==> src/rtl/param_priority_arbiter_pkg.sv <==
// Shared constants and helpers for the registered priority/round-robin arbiter.
package param_priority_arbiter_pkg;

    localparam int MODE_FIXED = 0;
    localparam int MODE_RR    = 1;

    typedef enum logic {
        ST_IDLE,
        ST_GRANT
    } state_t;

    function automatic int clog2(input int n);
        int r;
        r = 0;
        while ((1 << r) < n) r++;
        return r;
    endfunction

    // Callers narrow the result to their own requester count.
    function automatic logic [63:0] onehot_from_idx(input logic [5:0] idx);
        return 64'd1 << idx;
    endfunction

endpackage

==> src/rtl/param_priority_arbiter_if.sv <==
// Request/grant bundle between event sources, the arbiter and the service unit.
interface param_priority_arbiter_if
    import param_priority_arbiter_pkg::*;
#(
    parameter int N = 8
);
    localparam int W = clog2(N);

    logic [N-1:0] req;
    logic         gnt_ready;
    logic         gnt_valid;
    logic [W-1:0] gnt_idx;
    logic [N-1:0] gnt_onehot;
    logic [N-1:0] pend_vec;

    modport master (
        output req, gnt_ready,
        input  gnt_valid, gnt_idx, gnt_onehot, pend_vec
    );

    modport slave (
        input  req, gnt_ready,
        output gnt_valid, gnt_idx, gnt_onehot, pend_vec
    );

endinterface

==> src/rtl/param_priority_arbiter_prio_find.sv <==
// Finds the first set bit of vec, searching downward from start and wrapping at 0.
module prio_find
    import param_priority_arbiter_pkg::*;
#(
    parameter int N = 8,
    parameter int W = clog2(N)
) (
    input  logic [N-1:0] vec,
    input  logic [W-1:0] start,
    output logic         found,
    output logic [W-1:0] idx
);

    // Walk from the farthest candidate to the nearest so the nearest hit wins.
    always_comb begin : search
        int pos;
        // NOTE: every combinational output gets a default before the loop, so no path leaves it unassigned (no latch).
        found = |vec;
        idx   = '0;
        pos   = 0;
        for (int k = N - 1; k >= 0; k--) begin
            pos = int'(start) - k;
            if (pos < 0) pos += N;
            if (vec[pos]) idx = pos[W-1:0];
        end
    end

endmodule

==> src/rtl/param_priority_arbiter.sv <==
// Sticky-pending arbiter issuing one registered grant at a time under valid/ready.
module param_priority_arbiter
    import param_priority_arbiter_pkg::*;
#(
    parameter int N    = 8,
    parameter int MODE = MODE_FIXED
) (
    input  logic                    clk,
    input  logic                    rst,
    param_priority_arbiter_if.slave bus
);

    localparam int W = clog2(N);
    localparam logic [W-1:0] LAST = W'(N - 1);

    state_t       state;
    logic [N-1:0] pending;
    logic [N-1:0] gnt_onehot;
    logic [W-1:0] gnt_idx;
    logic [W-1:0] rr_ptr;

    logic         gnt_valid;
    logic         accept;
    logic [N-1:0] accept_mask;
    logic [N-1:0] pending_next;
    logic [W-1:0] rr_next;
    logic [W-1:0] start;
    logic         found;
    logic [W-1:0] win_idx;
    logic [N-1:0] win_oh;

    assign gnt_valid    = (state == ST_GRANT);
    assign accept       = gnt_valid & bus.gnt_ready;
    assign accept_mask  = accept ? gnt_onehot : '0;
    assign pending_next = (pending & ~accept_mask) | bus.req;

    // The search for the next winner already uses the pointer this accept produces.
    assign rr_next = !accept           ? rr_ptr :
                     (gnt_idx == '0)   ? LAST   : gnt_idx - 1'b1;
    assign start   = (MODE == MODE_RR) ? rr_next : LAST;

    prio_find #(.N(N), .W(W)) u_find (
        .vec   (pending_next),
        .start (start),
        .found (found),
        .idx   (win_idx)
    );

    assign win_oh = N'(onehot_from_idx(6'(win_idx)));

    // NOTE: sequential state uses non-blocking assignments so every register samples pre-edge values.
    always_ff @(posedge clk or posedge rst) begin
        if (rst) begin
            state      <= ST_IDLE;
            pending    <= '0;
            gnt_idx    <= '0;
            gnt_onehot <= '0;
            rr_ptr     <= LAST;
        end else begin
            pending <= pending_next;
            rr_ptr  <= rr_next;
            case (state)
                ST_IDLE: begin
                    if (found) begin
                        state      <= ST_GRANT;
                        gnt_idx    <= win_idx;
                        gnt_onehot <= win_oh;
                    end
                end
                ST_GRANT: begin
                    if (accept) begin
                        if (found) begin
                            gnt_idx    <= win_idx;
                            gnt_onehot <= win_oh;
                        end else begin
                            state      <= ST_IDLE;
                            gnt_onehot <= '0;
                        end
                    end
                end
                default: state <= ST_IDLE;
            endcase
        end
    end

    assign bus.gnt_valid  = gnt_valid;
    assign bus.gnt_idx    = gnt_idx;
    assign bus.gnt_onehot = gnt_onehot;
    assign bus.pend_vec   = pending;

endmodule
==> src/flat_wrapper.sv <==
// flat-port wrapper written by rule: the top's interface ports become plain ports
module param_priority_arbiter_flat import param_priority_arbiter_pkg::*;
#(
    parameter int N    = 8,
    parameter int MODE = MODE_FIXED
)
  (clk, rst, bus_req, bus_gnt_ready, bus_gnt_valid, bus_gnt_idx, bus_gnt_onehot, bus_pend_vec);
  param_priority_arbiter_if #(.N(N)) bus_i ();
  input  logic clk;
  input  logic rst;
  input wire logic [$bits(bus_i.req)-1:0] bus_req;
  input wire logic [$bits(bus_i.gnt_ready)-1:0] bus_gnt_ready;
  output wire logic [$bits(bus_i.gnt_valid)-1:0] bus_gnt_valid;
  output wire logic [$bits(bus_i.gnt_idx)-1:0] bus_gnt_idx;
  output wire logic [$bits(bus_i.gnt_onehot)-1:0] bus_gnt_onehot;
  output wire logic [$bits(bus_i.pend_vec)-1:0] bus_pend_vec;
  assign bus_i.req = bus_req;
  assign bus_i.gnt_ready = bus_gnt_ready;
  assign bus_gnt_valid = bus_i.gnt_valid;
  assign bus_gnt_idx = bus_i.gnt_idx;
  assign bus_gnt_onehot = bus_i.gnt_onehot;
  assign bus_pend_vec = bus_i.pend_vec;
  param_priority_arbiter #(.N(N), .MODE(MODE)) u_core (.clk(clk), .rst(rst), .bus(bus_i));
endmodule
==> config.mk <==
export PLATFORM = sky130hd
export DESIGN_NAME = param_priority_arbiter_flat
export DESIGN_NICKNAME = d
export VERILOG_FILES = /design/src/rtl/param_priority_arbiter_pkg.sv /design/src/rtl/param_priority_arbiter_if.sv /design/src/rtl/param_priority_arbiter_prio_find.sv /design/src/rtl/param_priority_arbiter.sv /design/src/flat_wrapper.sv
export SDC_FILE = /design/constraint.sdc
export NUM_CORES = 1
export LEC_CHECK = 0
export CORE_AREA = 2 2 55 47
export DETAILED_ROUTE_END_ITERATION = 10
export DIE_AREA = 0 0 57 49
export PLACE_DENSITY = 0.76
export SLEW_MARGIN = 0
export SYNTH_ARGS = -nofsm -noshare
export SYNTH_HDL_FRONTEND = slang
export SYNTH_SLANG_ARGS = --single-unit
==> constraint.sdc <==
create_clock -name clk -period 3.5 [get_ports clk]
set_clock_uncertainty 0.15 [all_clocks]
set_input_delay 0.7 -clock clk [delete_from_list [all_inputs] [get_ports clk]]
set_output_delay 0.7 -clock clk [all_outputs]
set_load 0.02 [all_outputs]
==> out/results.ini <==
[pwr]
power_density_mw_per_mm2=322
power.leakage_nw=0.511
p_total_mw=0.422
peakVddDrop_mv=0.223

[detailed_routing]
postRouteAntennaNets=0
drtIter0Drc=15
via_per_inst=5.59
drtPass1Iterations=4
wl_um=2360
routedWlPerCell_um=16.4
num_vias=805
drc_errors=0

[critical_path]
r2r_slack_ns=1.23
worstPathMaxFanout=10
endpoint_kind=flip-flop
arrival_ns=2.78
crit_required_ns=3.58
worstSetupStartpointType=primary input
worstSetupPathType=primary input to flip-flop

[final_layout]
post-route-util_pct=57.4
n_antenna_cell=0
layout-drive-gt1-share_pct=14.5
stdcell_count=144
area_growth_pct=34.7
final_area_sq_mm=0.00131
nNetsFinal=130

[run]
max_cap_violations=0

[logic_synthesis]
synth_fp_nets=97
ys_async_sr_fraction_pct=100
synth_seq_area_share_pct=51.5
ys_types=31
synth_enable_flop_cells=0
synth_area_sq_um=972
ys_ff_latch=20
synthCells=86
synth_common_cells=dfrtp_1 (20), inv_1 (10), nand3_1 (8)
synthTopCellsByArea=dfrtp_1 (51%), a21oi_2 (6.3%), a32o_1 (4.1%), nand3_1 (4.1%), inv_1 (3.9%)
yosysMostFrequentCell=dfrtp_1
yosysWarningCount=0
synth.top_cell.area_share_pct=51.5
yosys.area.top_type=dfrtp_1
syn_area_per_cell_sq_um=11.3
synthFlopType=dfrtp_1

[placement]
io_buffers=30
post-dp-hpwl_um=1790
place_inst=141
place.gp.congestion=0.821
dpl_worst_slack_ns=0.502
placed_area_sq_mm=0.00129

[die]
num_rows=16
die_area_sq_mm=0.00279
ios=31
die_y_um=49
initial_core_util_pct=42.6
die_x_um=57
core-area_sq_mm=0.00228

[global_routing]
grt_pass1_vias=915
use_met3_pct=3.45
global_route.overflow_total=0
use_met1_pct=22.8
top_usage_layer=met2
met2_usage_pct=31.2
grt_use_total_pct=18.4
antenna_found_initial=0
grt_first_pass_wirelength_um=4030
grt_max_degree=21

[cts]
cts-buffers-inserted=3
root_buffer=clkbuf_4
clkSlewWorstSetupHoldPaths_ns=0.10
clockBufferDepth=2
cts_resized=0
cts_tree=built
post_cts_buffers=0
hold_buffers=0
htreeDepth=1
clk_latency_ns=0.29
clock-sinks=20

[sta]
tightest_slew_ns=0.768
post-route-min-period_ns=2.70
hold_viol=0
rsz0062_at_grt=no
fmax_ghz=0.371
fin_setup_tns_ns=0
holdWs_ns=0.353
finalWorstSetupSlack_ns=0.802
relSlewSlack_pct=48.7
setup_viol=0
report.final.slew_viol_count=0
min_period_over_period_pct=77.1

[outcome]
status=finished, final reports clean

[worst_hold_path]
hold_path.class=flip-flop to flip-flop

## kinds of logic after synthesis
group                  count (synthesis)  share of synthesized area [%]
AOI/OAI and AO/OA                     26                           24.8
and+or+nand+nor                       25                           15.3
DFF                                   20                           51.5
buffers and inverters                 13                           6.18
muxes                                  2                           2.19
## power breakdown
group | switching [mW] | total, mW | internal, mW
sequential | 0.00621 | 0.245 | 0.239
combinational | 0.0376 | 0.0707 | 0.0331
clock | 0.0663 | 0.106 | 0.0400
## registers in the layout, indices dropped and copies added, names as in the netlist
signal / flops
u_core.bus.gnt_onehot: 8
u_core.bus.pend_vec: 8
u_core.bus.gnt_idx: 3
u_core.bus.gnt_valid: 1
## layer usage
metal,up-vias,part of all wire (%),wire [um]
li1,382,-,-
met1,387,44,1040
met2,30,49,1140
met3,6,5.0,119
met4,0,2.2,51
met5,-,0,0
## worst max-delay path, cell delays in order
cell,delay (ns)
clkdlybuf4s50_1,0.73
nand3_1,0.17
a21oi_2,0.31
nand4_2,0.20
o41ai_4,0.44
a22o_1,0.21
## cells in the final DEF (no fill, tap or decap), drive strengths merged, types with 2 or more instances in the layout
master and count:
a21oi 8, a22o 2, a32o 4, and2 2
clkbuf 3, clkdlybuf4s50 30, dfrtp 20, inv 11
nand2 4, nand3 9, nand4 2, nor2 4
o21ai 5, o2bb2ai 2
## cell type report
type                       count  area [sq um]
sequential                    20           500
timing repair buffer          30           300
tap                           27          33.8
clock buffer                   3          22.5
inverter                      11          41.3
fill                         217           972
multi-input combinational     53           412
## final timing paths
check / cells past startpoint / from / end
max: 6 / bus_gnt_ready / u_core.bus.gnt_onehot[7]$_DFFE_PP0P_
min: 2 / u_core.bus.gnt_idx[2]$_DFFE_PP0P_ / u_core.bus.gnt_idx[2]$_DFFE_PP0P_
max reg2reg: 5 / u_core.bus.gnt_valid$_DFF_PP0_ / u_core.bus.gnt_onehot[7]$_DFFE_PP0P_
min reg2reg: 2 / u_core.bus.gnt_idx[2]$_DFFE_PP0P_ / u_core.bus.gnt_idx[2]$_DFFE_PP0P_
max in group asynchronous: 2 / rst / u_core.bus.pend_vec[7]$_DFF_PP0_
min in group asynchronous: 2 / rst / u_core.bus.gnt_onehot[3]$_DFFE_PP0P_
Note: power is estimated with default switching activity, not from simulation.
==> variant 1: new RTL, same flow settings <==
Reset style: synchronous (`rst`), changed in one clocked block.
--- a/src/rtl/param_priority_arbiter.sv
+++ b/src/rtl/param_priority_arbiter.sv
@@ -49,7 +49,7 @@
     assign win_oh = N'(onehot_from_idx(6'(win_idx)));
 
     // NOTE: sequential state uses non-blocking assignments so every register samples pre-edge values.
-    always_ff @(posedge clk or posedge rst) begin
+    always_ff @(posedge clk) begin
         if (rst) begin
             state      <= ST_IDLE;
             pending    <= '0;
Check against the original RTL: differs if rst is asserted again (counterexample within 4 cycles, from zero or initial values and one cycle with rst high); with rst held inactive, the same outputs for 10 cycles.
==> variant 1 against the original RTL <==
- cell area shrank 3.1%
- sequential cell count unchanged
- utilization fell by 1.8 points
- routed wire length fell by 9.4%
- combinational power grew 40%
- power increased by 14%
- synthesized area is 5.1% lower
- sequential share of layout area decreased by 6.7 points
- worst setup slack worse by 0.30 ns
- highest routed layer unchanged
- via count grew 4.8%
==> variant 1: results (changes against the original RTL) <==
Status
  • Status: finished, final reports clean

Clock network
  • Clk Latency, worst-skew pair: 0.30 ns
  • Post-CTS setup buffer count: 0 (unchanged)
  • H-tree Lvls: 1 (unchanged)
  • Clock tree buffer depth: 2 (unchanged)
  • Root Buffer Master: clkbuf_4
  • Total CTS buffers: 3 (unchanged)
  • CTS resizes: 0 (unchanged)
  • CTS clock-pin slew for the worst setup and hold paths: 0.12 ns (+0.02 ns)

STA
  • Min Tclk post-route: 3.00 ns (+0.300 ns)
  • Worst Tran Pin Value: 0.652 ns (-0.116 ns)
  • Final setup violation count: 0 (unchanged)
  • Hold_ws: 0.344 ns (-0.00864 ns)

Synth
  • Post-synth top cells: dfxtp_1, nor2_1, a21oi_1
  • Syn_nets: 108 (+11%)
  • Count of cell types in the netlist: 33 (+6.5%)
  • Synth warn: 0 (unchanged)
  • Mux cell area share after synthesis: 2.17% (-0.017 points)
  • Adder-cell share of the synthesized area: 0% (unchanged)
  • Synth area leaders: dfxtp_1, nor2_1, a21oi_4, a21oi_1, nand3_2
  • Xor/xnor share of the synthesized area: 0% (unchanged)
  • FFs w/ async S/R, synth: 0% (-100 points)
  • Compound-Gate Fraction of Synth Area: 25.1% (+0.26 points)
  • Post-synthesis sequential area ratio: 43.4% (-8.1 points)

Route
  • Avg WL per Cell: 13.8 um (-16%)
  • 1st-iter DRT viols: 21 (+6)
  • 1st-pass router iterations: 4 (unchanged)
  • Via count: 844 (+4.8%)

Critical path
  • Crit path max-delay family: compound AO/OA/AOI/OAI gates
  • R2r setup slk: 1.02 ns (-0.21 ns)
  • Max incr delay on CP: 0.77 ns (+0.04 ns)
  • CP Max Fanout: 10 (unchanged)
  • Crit path DAT: 3.08 ns (+0.30 ns)
  • Slowest stage cell, crit path: clkdlybuf4s50_1
  • Reg2Reg Depth: 6 (+1)

GRT
  • Largest net degree at the start of global routing: 21 (unchanged)
  • Vias in the first global route: 784 (-14%)
  • First-pass GRT wire length: 3410 um (-15%)
  • Initial antenna violation count: 0 (unchanged)
  • GRT Util Overall: 15.4% (-3.1 points)

Power
  • Peak VDD IR: 0.000233 V (+4.7%)
  • Static leakage: 0.000450 uW (-12%)

Cells and area
  • Layout cells sized above 1: 14.8% (+0.31 points)
  • # diodes: 0 (unchanged)
  • Final nets: 140 (+7.7%)
  • Fill count: 222 (+2.3%)

Min path
  • Min-Delay Path Class: flip-flop to flip-flop
  • Worst hold stages: 1 (-1)

Placement
  • Number of port buffers: 30 (unchanged)
  • Detail Placement HPWL: 1530 um (-14%)
  • GPL Wtd Cong: 0.814 (-0.91%)
  • Place WS: 0.222 ns (-0.280 ns)
variant 1: cell types whose count changed in the layout (fill, tap and decap cells not counted), sizes merged, moves of 2 or more:
| cell | unedited run | this run |
|---|---|---|
| nand2 | 4 | 6 |
| a32o | 4 | 0 |
| nor2 | 4 | 17 |
| dfrtp | 20 | 0 |
| o21ai | 5 | 1 |
| nor3 | 0 | 2 |
| a22o | 2 | 0 |
| and2 | 2 | 0 |
| inv | 11 | 2 |
| a21o | 0 | 2 |
| a21oi | 8 | 16 |
| dfxtp | 0 | 20 |
variant 1: metal layers:
layer  track usage [%]  up-vias  share of wire [%]
met2              23.9       33                 45
li1                  -      411                  -
met3              2.39       11                6.1
met4              8.14        0                3.3
met5                 0        -                  0
met1              20.3      389                 45
variant 1: layout make-up:
class	instances	share of cell area (%)
Clock buffer	4	2.86
Timing Repair Buffer	31	24.2
Tap cell	27	2.66
Multi-Input combinational cell	71	38.1
Sequential cell	20	31.5
Inverter	2	0.591
variant 1: where the power goes:
| part | internal, uW | switching, uW |
|---|---|---|
| combinational | 46.2 | 52.5 |
| clock | 63.5 | 69.7 |
| sequential | 240 | 11.2 |
variant 1: worst paths after layout:
| kind | from | endpoint |
|---|---|---|
| min reg2reg | u_core.bus.gnt_onehot[1]$_SDFFE_PP0P_ | u_core.bus.gnt_onehot[1]$_SDFFE_PP0P_ |
| max reg2reg | u_core.bus.gnt_valid$_SDFF_PP0_ | u_core.bus.gnt_onehot[0]$_SDFFE_PP0P_ |
| max | bus_gnt_ready | u_core.bus.gnt_onehot[0]$_SDFFE_PP0P_ |
| min | u_core.bus.gnt_onehot[1]$_SDFFE_PP0P_ | u_core.bus.gnt_onehot[1]$_SDFFE_PP0P_ |
variant 1: per-stage QoR:
step	cells	instance area, um^2
global route	155	1270
CTS	155	1270
finish	155	1270
floorplan	97	922
detailed placement	151	1230
global placement	151	1230
variant 1: kinds of logic (layout without fill, tap and decap cells):
family	after synthesis	count (layout)
AO/OA/AOI/OAI	28	28
AND/OR/NAND/NOR	41	41
flip-flops	20	20
multiplexers	2	2
buffers and inverters	6	37
==> variant 2: new RTL, same flow settings <==
Without the edit above. `N` is set to 8 in 4 places; all go to 7.
--- a/src/rtl/param_priority_arbiter_if.sv
+++ b/src/rtl/param_priority_arbiter_if.sv
@@ -2,7 +2,7 @@
 interface param_priority_arbiter_if
     import param_priority_arbiter_pkg::*;
 #(
-    parameter int N = 8
+    parameter int N = 7
 );
     localparam int W = clog2(N);
 
--- a/src/rtl/param_priority_arbiter_prio_find.sv
+++ b/src/rtl/param_priority_arbiter_prio_find.sv
@@ -2,7 +2,7 @@
 module prio_find
     import param_priority_arbiter_pkg::*;
 #(
-    parameter int N = 8,
+    parameter int N = 7,
     parameter int W = clog2(N)
 ) (
     input  logic [N-1:0] vec,
--- a/src/rtl/param_priority_arbiter.sv
+++ b/src/rtl/param_priority_arbiter.sv
@@ -2,7 +2,7 @@
 module param_priority_arbiter
     import param_priority_arbiter_pkg::*;
 #(
-    parameter int N    = 8,
+    parameter int N    = 7,
     parameter int MODE = MODE_FIXED
 ) (
     input  logic                    clk,
--- a/src/flat_wrapper.sv
+++ b/src/flat_wrapper.sv
@@ -1,7 +1,7 @@
 // flat-port wrapper written by rule: the top's interface ports become plain ports
 module param_priority_arbiter_flat import param_priority_arbiter_pkg::*;
 #(
-    parameter int N    = 8,
+    parameter int N    = 7,
     parameter int MODE = MODE_FIXED
 )
   (clk, rst, bus_req, bus_gnt_ready, bus_gnt_valid, bus_gnt_idx, bus_gnt_onehot, bus_pend_vec);
Ports: changed (resized bus_gnt_onehot, bus_pend_vec and bus_req); port bits go from 31 to 28. No check against the original RTL was run, so the function may have changed too.
==> variant 2 against the original RTL <==
- sequential power shrank 9.4%
- sequential cell count fell by 2
- routed wire length down 22%
- global-route usage fell by 4.3 points
- largest power group unchanged
- power fell by 1.1%
- critical path type unchanged
- cell area decreased by 12%
- cell count fell by 11%
- combinational power is 4.0% lower
- register-to-register slack worse by 0.02 ns
- worst setup slack lost 0.11 ns
- synthesized area shrank 14%
==> variant 2: results (changes against the original RTL) <==
Synth
  • Syn_nets: 83 (-14%)
  • Count of cell types in the netlist: 27 (-13%)
  • Synth area leaders: dfrtp_1, o2bb2ai_1, inv_1, a21oi_1, nand3_1
  • Post-synth top cells: dfrtp_1, inv_1, a21oi_1, nand3_1, o2bb2ai_1
  • FFs w/ async S/R, synth: 100% (unchanged)
  • Synth warn: 0 (unchanged)
  • Post-synthesis sequential area ratio: 53.8% (+2.3 points)

Critical path
  • Slowest stage cell, crit path: clkdlybuf4s50_1
  • Worst R2R Start: u_core.bus.gnt_valid$_DFF_PP0_
  • Max incr delay on CP: 0.75 ns (+0.02 ns)
  • CP Max Fanout: 9 (-1)
  • Reg2Reg Depth: 5 (unchanged)
  • Critical Path Source: bus_gnt_ready
  • Crit path DAT: 2.88 ns (+0.10 ns)
  • Crit path max-delay family: simple AND/OR/NAND/NOR gates

Route
  • Via count: 674 (-16%)
  • Avg WL per Cell: 14.5 um (-12%)
  • Post-route antenna net violation count: 0 (unchanged)
  • 1st-pass router iterations: 4 (unchanged)
  • 1st-iter DRT viols: 22 (+7)

GRT
  • GRT Util Overall: 14.1% (-4.3 points)
  • Largest net degree at the start of global routing: 19 (-9.5%)
  • Initial antenna violation count: 0 (unchanged)
  • Vias in the first global route: 622 (-32%)
  • First-pass GRT wire length: 2970 um (-26%)

Min path
  • Worst hold stages: 2 (unchanged)
  • Min-delay src: u_core.bus.pend_vec[0]$_DFF_PP0_
  • Min-Delay Path Class: flip-flop to flip-flop

Clock network
  • Clock tree buffer depth: 2 (unchanged)
  • Total CTS buffers: 3 (unchanged)
  • CTS clock-pin slew for the worst setup and hold paths: 0.10 ns (about the same)
  • CTS resizes: 0 (unchanged)
  • Post-CTS setup buffer count: 0 (unchanged)
  • Clk Latency, worst-skew pair: 0.29 ns (about the same)
  • H-tree Lvls: 1 (unchanged)
  • Root Buffer Master: clkbuf_4

Cells and area
  • Layout cells sized above 1: 12.9% (-1.7 points)
  • # diodes: 0 (unchanged)
  • Fill count: 213 (-1.8%)
  • Final nets: 112 (-14%)

Status
  • Status: finished, final reports clean

Placement
  • GPL Wtd Cong: 0.860 (+4.8%)
  • Number of port buffers: 27 (-10%)
  • Detail Placement HPWL: 1400 um (-22%)

Power
  • Static leakage: 0.000442 uW (-14%)
  • Peak VDD IR: 0.000201 V (-9.7%)

Floorplan
  • Chip width: 57 um (unchanged)

STA
  • Worst Tran Pin Value: 0.672 ns (-0.0962 ns)
==> variant 2: cell count changes after synthesis, moves of 3 or more <==
cell	unedited run	this run
a21oi_1	0	6
a32o_1	4	1
a21oi_2	7	1
o2bb2ai_1	2	5
==> variant 2: layout make-up <==
cell class,instances,area share [%]
Clock buffer,4,3.15
Sequential cell,18,39.1
Timing Repair Buffer,27,23.5
Tap cell,27,2.93
Multi-Input combinational cell,42,28.0
Inverter,10,3.26
==> variant 2: power breakdown <==
part	leakage [uW]	internal [uW]	switching, uW
registers	0.000202	216	6.20
logic	0.000220	33.3	34.6
clock network	0.0000210	63.4	63.8
total	0.000442	313	105
==> variant 2: logic make-up after synthesis <==
logic type / after synthesis / share of synthesized area [%]
and+or+nand+nor: 16 / 14.8
buffers and inverters: 13 / 7.62
DFF: 18 / 53.8
AOI/OAI and AO/OA: 26 / 23.8
==> variant 2: layer usage <==
| layer | vias to the layer above | global-route usage, % | wire length, um | share of wire, % |
|---|---|---|---|---|
| li1 | 318 | - | - | - |
| met1 | 338 | 18.4 | 823 | 44 |
| met2 | 16 | 21.6 | 904 | 49 |
| met3 | 2 | 5.31 | 101 | 5.5 |
| met4 | 0 | 4.65 | 22 | 1.2 |
| met5 | - | 0 | 0 | 0 |
==> variant 2: path summary, 6_finish.rpt <==
kind,end,slack (ns)
worst max-delay path,u_core.bus.gnt_onehot[0]$_DFFE_PP0P_,0.69
worst min-delay path,u_core.bus.pend_vec[0]$_DFF_PP0_,0.36
worst max register to register,u_core.bus.gnt_onehot[0]$_DFFE_PP0P_,1.21
worst min register to register,u_core.bus.pend_vec[0]$_DFF_PP0_,0.36
max in group asynchronous,u_core.bus.pend_vec[3]$_DFF_PP0_,2.13
min in group asynchronous,u_core.bus.gnt_onehot[5]$_DFFE_PP0P_,0.64
==> variant 2: metrics by stage <==
stage / total power, uW / std cells / worst slack (ns) / instance area [um^2]
2_1_floorplan: 262 / 73 / 1.29 / 837
3_3_place_gp: 294 / 124 / 0.552 / 1110
3_5_place_dp: 295 / 124 / 0.372 / 1110
4_1_cts: 424 / 128 / 0.694 / 1150
5_1_grt: 438 / 128 / 0.565 / 1150
6_report: 417 / 128 / 0.694 / 1150
==> variant 2: tightest hold or removal path, cell delays in order, from the launching register on <==
cell	delay, ns
dfrtp_1	0.36
a21oi_1	0.08
inv_1	0.04
